--- src/rtl/dmem_resp_pkg.sv ---
// Shared types and constants for the wait-stated byte-enabled data memory responder.
package dmem_resp_pkg;

  typedef enum logic [1:0] {
    IDLE = 2'd0,
    WAIT = 2'd1,
    RESP = 2'd2
  } dmem_state_t;

  localparam int BYTES = 4;
  localparam int CNT_W = 4;

  // Misaligned, or word index beyond a 2**aw-word memory.
  function automatic logic addr_err(input logic [31:0] addr, input int unsigned aw);
    return (addr[1:0] != 2'b00) || ((addr >> (aw + 32'd2)) != 32'd0);
  endfunction

endpackage

--- src/rtl/dmem_be_ram.sv ---
// Single-port DEPTH x 32 RAM with per-byte write enables and a registered read port.
module dmem_be_ram
  import dmem_resp_pkg::*;
#(
  parameter int DEPTH = 64,
  parameter int AW    = $clog2(DEPTH)
) (
  input  logic             clk,
  input  logic             rst_n,
  input  logic [BYTES-1:0] we_i,
  input  logic             re_i,
  input  logic [AW-1:0]    addr_i,
  input  logic [31:0]      wdata_i,
  output logic [31:0]      rdata_o
);

  logic [31:0] mem_q [DEPTH];
  logic [31:0] rdata_q;

  // Byte-lane writes; storage is deliberately not reset.
  always_ff @(posedge clk) begin
    for (int i = 0; i < BYTES; i++) begin
      if (we_i[i]) begin
        mem_q[addr_i][8*i +: 8] <= wdata_i[8*i +: 8];
      end
    end
  end

  // Read register holds data only for the cycle after a read strobe.
  always_ff @(posedge clk or negedge rst_n) begin
    if (!rst_n) begin
      rdata_q <= 32'h0;
    end else if (re_i) begin
      rdata_q <= mem_q[addr_i];
    end else begin
      rdata_q <= 32'h0;
    end
  end

  assign rdata_o = rdata_q;

endmodule

--- src/rtl/dmem_resp.sv ---
// Data-memory responder: req/ready handshake, WAIT_STATES extra cycles, byte-lane
// writes and address error reporting on top of dmem_be_ram.
module dmem_resp
  import dmem_resp_pkg::*;
#(
  parameter int DEPTH       = 64,
  parameter int WAIT_STATES = 0
) (
  input  logic             clk,
  input  logic             reset,
  input  logic             req,
  input  logic             we,
  input  logic [31:0]      a,
  input  logic [31:0]      wd,
  input  logic [BYTES-1:0] be,
  output logic [31:0]      rd,
  output logic             ready,
  output logic             err
);

  localparam int AW = $clog2(DEPTH);

  dmem_state_t      state_q, state_d;
  logic [CNT_W-1:0] cnt_q, cnt_d;
  logic [31:0]      addr_q, addr_d;
  logic             we_q, we_d;
  logic [31:0]      wd_q, wd_d;
  logic [BYTES-1:0] be_q, be_d;
  logic             ready_q;
  logic             err_q;

  logic [31:0]      cur_addr_s;
  logic             cur_we_s;
  logic [31:0]      cur_wd_s;
  logic [BYTES-1:0] cur_be_s;
  logic             go_resp_s;
  logic             err_s;
  logic [BYTES-1:0] ram_we_s;
  logic             ram_re_s;

  // Next-state, wait counter and request capture.
  always_comb begin
    state_d = state_q;
    cnt_d   = cnt_q;
    addr_d  = addr_q;
    we_d    = we_q;
    wd_d    = wd_q;
    be_d    = be_q;
    case (state_q)
      IDLE: begin
        if (req) begin
          addr_d = a;
          we_d   = we;
          wd_d   = wd;
          be_d   = be;
          if (WAIT_STATES > 0) begin
            state_d = WAIT;
            cnt_d   = CNT_W'(WAIT_STATES - 1);
          end else begin
            state_d = RESP;
            cnt_d   = {CNT_W{1'b0}};
          end
        end else begin
          state_d = IDLE;
        end
      end
      WAIT: begin
        if (cnt_q == {CNT_W{1'b0}}) begin
          state_d = RESP;
        end else begin
          cnt_d = cnt_q - CNT_W'(1);
        end
      end
      RESP:    state_d = IDLE;
      default: state_d = IDLE;
    endcase
  end

  // With no wait states RESP is entered straight from IDLE, so the live inputs are used.
  always_comb begin
    if (state_q == IDLE) begin
      cur_addr_s = a;
      cur_we_s   = we;
      cur_wd_s   = wd;
      cur_be_s   = be;
    end else begin
      cur_addr_s = addr_q;
      cur_we_s   = we_q;
      cur_wd_s   = wd_q;
      cur_be_s   = be_q;
    end
  end

  assign go_resp_s = (state_d == RESP) && (state_q != RESP);
  assign err_s     = addr_err(cur_addr_s, AW);
  assign ram_we_s  = (go_resp_s && cur_we_s && !err_s) ? cur_be_s : {BYTES{1'b0}};
  assign ram_re_s  = go_resp_s && !cur_we_s && !err_s;

  // State, counter, latched request and output flags.
  always_ff @(posedge clk or negedge reset) begin
    if (!reset) begin
      state_q <= IDLE;
      cnt_q   <= {CNT_W{1'b0}};
      addr_q  <= 32'h0;
      we_q    <= 1'b0;
      wd_q    <= 32'h0;
      be_q    <= {BYTES{1'b0}};
      ready_q <= 1'b0;
      err_q   <= 1'b0;
    end else begin
      state_q <= state_d;
      cnt_q   <= cnt_d;
      addr_q  <= addr_d;
      we_q    <= we_d;
      wd_q    <= wd_d;
      be_q    <= be_d;
      ready_q <= go_resp_s;
      err_q   <= go_resp_s && err_s;
    end
  end

  dmem_be_ram #(
    .DEPTH (DEPTH),
    .AW    (AW)
  ) u_ram (
    .clk     (clk),
    .rst_n   (reset),
    .we_i    (ram_we_s),
    .re_i    (ram_re_s),
    .addr_i  (cur_addr_s[AW+1:2]),
    .wdata_i (cur_wd_s),
    .rdata_o (rd)
  );

  assign ready = ready_q;
  assign err   = err_q;

endmodule

--- config.mk ---
export PLATFORM = sky130hd
export DESIGN_NAME = dmem_resp
export DESIGN_NICKNAME = d
export VERILOG_FILES = /design/src/rtl/dmem_resp_pkg.sv /design/src/rtl/dmem_be_ram.sv /design/src/rtl/dmem_resp.sv
export SDC_FILE = /design/constraint.sdc
export NUM_CORES = 2
export LEC_CHECK = 0
export ABC_AREA = 1
export ABC_CLOCK_PERIOD_IN_PS = 4500
export BUFFER_PORTS_ARGS = -buffer_cell sky130_fd_sc_hd__buf_2
export CAP_MARGIN = 5
export CORE_ASPECT_RATIO = 2
export CORE_MARGIN = 2
export CORE_UTILIZATION = 40
export CTS_BUF_LIST = sky130_fd_sc_hd__clkbuf_8
export DETAILED_ROUTE_END_ITERATION = 16
export PLACE_DENSITY = 0.63
export SLEW_MARGIN = 20
export SYNTH_ARGS = -nofsm -noshare
export SYNTH_HDL_FRONTEND = slang
export SYNTH_HIERARCHICAL = 1
export SYNTH_SLANG_ARGS = --single-unit
--- constraint.sdc ---
create_clock -name clk -period 4.5 [get_ports clk]
set_clock_uncertainty 0.05 [all_clocks]
set_input_delay 0.675 -clock clk [delete_from_list [all_inputs] [get_ports clk]]
set_output_delay 0.675 -clock clk [all_outputs]
set_load 0.02 [all_outputs]
==> summary.txt <==
Pwr
  – Net Sw Frac: 27.0%
  – PD cells: 414 nW/um^2
  – Worst VDD drop: 0.272 mV
  – Internal power: 30.8 mW
  – Comb pwr share: 12.5%
  – Clk network pwr share: 34.3%
  – LEAKAGE: 42.7 nW
  – Psw: 11.4 mW
  – Seq pwr share: 53.1%

CTS
  – CTS H-tree depth: 5
  – Clock sinks: 2,157
  – Post-cts sizing count: 0
  – CTS tree: built
  – Root Driver: clkbuf_8
  – CTS Buf Count: 290
  – Max clock buf depth: 4
  – Clock Latency Late Sink: 940 ps
  – Reg clk slew, reported paths: 80 ps

Worst hold path
  – Worst Hold Path EP: addr_q[3]$_DFFE_PN0N_
  – Min-Delay Path Depth: 3
  – Hold WC Path Type: input pin to flop
  – Worst hold start: a[3]

Floorplan
  – Die Height: 681 um
  – I/O Pins: 106
  – Core area: 228,000 sq um
  – DIE WIDTH: 343 um
  – Rows: 248
  – Starting Density: 40.2%
  – Die Footprint: 234,000 sq um

Synthesis
  – Syn Nets: 9,257
  – Register bit total from synthesis: 2,157
  – Synthesized area: 91,800 sq um
  – Avg Inst Size Synth: 9.99 sq um
  – Post-Synthesis Cells: 9,184
  – Yosys cell types: 29
  – Syn. warnings: 6
  – Post-synthesis sequential area ratio: 70.0%

STA
  – Headroom to the max-slew limit: 24.2%
  – Fmax: 0.249 GHz
  – Hold Vio Cnt, Final: 0
  – RSZ-0062 raised after global routing: false
  – Pins Over Slew Limit: 0
  – Final period utilization: 89.2%
  – Worst slew pin tran: 1140 ps
  – Minimum period implied by the final worst setup slack: 4020 ps
  – Finish-stage setup viols: 0
  – Post-Route Setup TNS: 0 ps

Final layout
  – Fin nets: 9,412
  – Fin cells: 12,600
  – Finished Cell Area: 102,000 sq um
  – Most frequent cells in the layout: 5,884 x nand2_1, 2,048 x edfxtp_1, 367 x nor2_1
  – Most common cell after layout, fill and taps aside: nand2_1
  – Fillers: 21,300
  – Layout cells sized above 1: 7.89%
  – Area Growth Syn to Fin: 11.2%

Placed design
  – Placed Cells incl. Taps: 12,000
  – Detail Placement HPWL: 170 mm
  – Port Buffers: 105
  – Post-DP Area: 96,100 sq um
  – GPL Wtd Cong: 0.924

Drt
  – Via count: 63,100
  – Metal1 wirelength: 89.4 mm
  – Drt first-iter violations: 5,097
  – Wire length per cell: 21.0 um
  – Vias/cell: 5.02
  – DR top layer: met5
  – DR DRC count: 0
  – Metal3 WL: 14.8 mm
  – DR WL met2: 137 mm
  – DR pass1 iterations: 6
  – Drt total wl: 263 mm
  – Post-route ant nets: 0

Global routing
  – Tot GR Track Use: 22.2%
  – Largest net degree at the start of global routing: 192
  – Grt total ovfl: 0
  – Vias in the first global route: 63,400
  – Initial antenna violation count: 6
  – First-pass GRT wire length: 387 mm

Critical path
  – CP max FO: 16
  – Top delay family on crit path: simple AND/OR/NAND/NOR gates
  – Reg2Reg Setup Slack: 480 ps
  – Crit Reg-Reg Endpoint: u_ram/mem_q[9][3]$_DFFE_PP_
  – WP data arrival: 4500 ps
  – Cell Chain, Critical Path: nor2_4 > inv_4 > nand2_1 > o21ai_4 > buf_4 > nor2_2 > inv_1 > nor2_4 > nand2_1 > nor2_1
  – Slowest CP cell: nor2_1
  – Reg-to-Reg Start: state_q[0]$_DFF_PN0_
  – Reg2Reg Depth: 10
  – Slowest stage delay, CP: 790 ps
  – Req. time, crit path: 4980 ps
  – CP Launch Type: flop
  – Crit path kind: flop to flop
  – Crit end category: flop
  – CP Buf/Inv Count: 3

Job
  – Max Cap Viol: 0

Outcome
  – Status: finished, final reports clean
[cell type report]
type | instances | area (sq um) | share of cell area [%]
Timing Repair Buffer | 341 | 3110 | 3.04
Clock buffer | 300 | 4130 | 4.05
Antenna cell | 2 | 5.00 | 0.00490
Multi-Input combinational cell | 6458 | 25100 | 24.6
Clock inverter | 204 | 1350 | 1.33
Sequential cell | 2157 | 64200 | 62.9
Inverter | 91 | 375 | 0.368
Tap cell | 3000 | 3750 | 3.68
[worst min-delay path, stage by stage]
cell	delay (ps)
buf_2	70
inv_1	70
o21ai_0	160
[cell usage after synthesis]
cell type,count,area (sq um)
a21oi_1,40,200
a21oi_2,1,8.76
and2_1,3,18.8
buf_1,23,86.3
buf_2,205,1030
buf_4,114,856
buf_6,9,101
clkbuf_1,127,477
clkinv_2,1,5.00
dfrtp_1,109,2730
edfxtp_1,2048,61500
ha_1,1,12.5
inv_1,80,300
inv_2,10,37.5
mux2_2,12,135
nand2_1,5884,22100
nand2_2,1,6.26
nand3_1,9,45.0
nand4_2,1,12.5
nor2_1,367,1380
nor2_2,7,43.8
nor2_4,5,56.3
nor3_1,10,50.1
o211ai_1,6,45.0
o21ai_0,101,505
o21ai_1,5,25.0
o22ai_1,1,6.26
or2_1,1,6.26
or2_2,3,18.8
[worst max path at each step]
stage | from | to | slack [ps] | depth (start not counted)
3_3_place_gp | state_q[0]$_DFF_PN0_ | u_ram/mem_q[8][3]$_DFFE_PP_ | 680 | 10
4_1_cts | state_q[0]$_DFF_PN0_ | u_ram/mem_q[9][3]$_DFFE_PP_ | 590 | 10
5_1_grt | state_q[1]$_DFF_PN0_ | u_ram/mem_q[9][6]$_DFFE_PP_ | 430 | 10
3_5_place_dp | state_q[0]$_DFF_PN0_ | u_ram/mem_q[9][3]$_DFFE_PP_ | 610 | 10
6_report | state_q[0]$_DFF_PN0_ | u_ram/mem_q[9][3]$_DFFE_PP_ | 480 | 10
2_1_floorplan | state_q[0]$_DFF_PN0_ | u_ram/mem_q[0][0]$_DFFE_PP_ | 230 | 5
[sequential cells by signal (all words and copies together) (netlist names), 2 cells and up]
name           cells
u_ram/mem_q     2048
state_q            2
wd_q              32
cnt_q              4
addr_q            32
u_ram/rdata_o     32
be_q               4
[through the flow]
| step | total power, mW | util (%) | setup WS [ps] | hold WS, ps |
|---|---|---|---|---|
| after detailed placement | 28.1 | 42.1 | 613 | 423 |
| after floorplan | 26.1 | - | 229 | 329 |
| after global placement | 28.0 | 42.1 | 683 | 416 |
| after CTS | 42.5 | 44.7 | 593 | 0.905 |
| final | 42.2 | 44.7 | 485 | 61.5 |
| after global routing | 43.7 | 44.7 | 429 | 55.0 |
[power groups by stage]
stage / combinational [mW] / sequential [mW] / clock, mW
detailed placement: 5.22 / 22.9 / 0
global route: 5.75 / 22.4 / 15.5
finish: 5.29 / 22.4 / 14.5
global placement: 5.19 / 22.8 / 0
floorplan: 3.15 / 22.9 / 0
CTS: 5.27 / 22.4 / 14.8
[per-layer routing]
| layer | track usage [%] | vias up |
|---|---|---|
| met4 | 17.2 | 2 |
| met2 | 40.5 | 2340 |
| met3 | 2.84 | 748 |
| met5 | 0 | - |
| met1 | 22.9 | 30100 |
| li1 | - | 29800 |
[repair_timing]
action | 4_1_cts | 5_1_grt
hold buffers | 51 | 0
hold endpoints to repair | 115 | 0
buffers inserted | 0 | 0
[logic make-up (layout without fill, tap and decap cells)]
| kind of cell | count (synthesis) | after routing | synth area share (%) |
|---|---|---|---|
| AND/OR/NAND/NOR | 6291 | 6291 | 25.8 |
| AO/OA/AOI/OAI | 154 | 154 | 0.862 |
| other | 0 | 2 | 0 |
| buffers and inverters | 569 | 936 | 3.15 |
| adder cells (fa/ha/maj) | 1 | 1 | 0.0136 |
| multiplexers | 12 | 12 | 0.147 |
| flip-flops | 2157 | 2157 | 70.0 |
No activity file was read; power rests on OpenSTA's default activity.
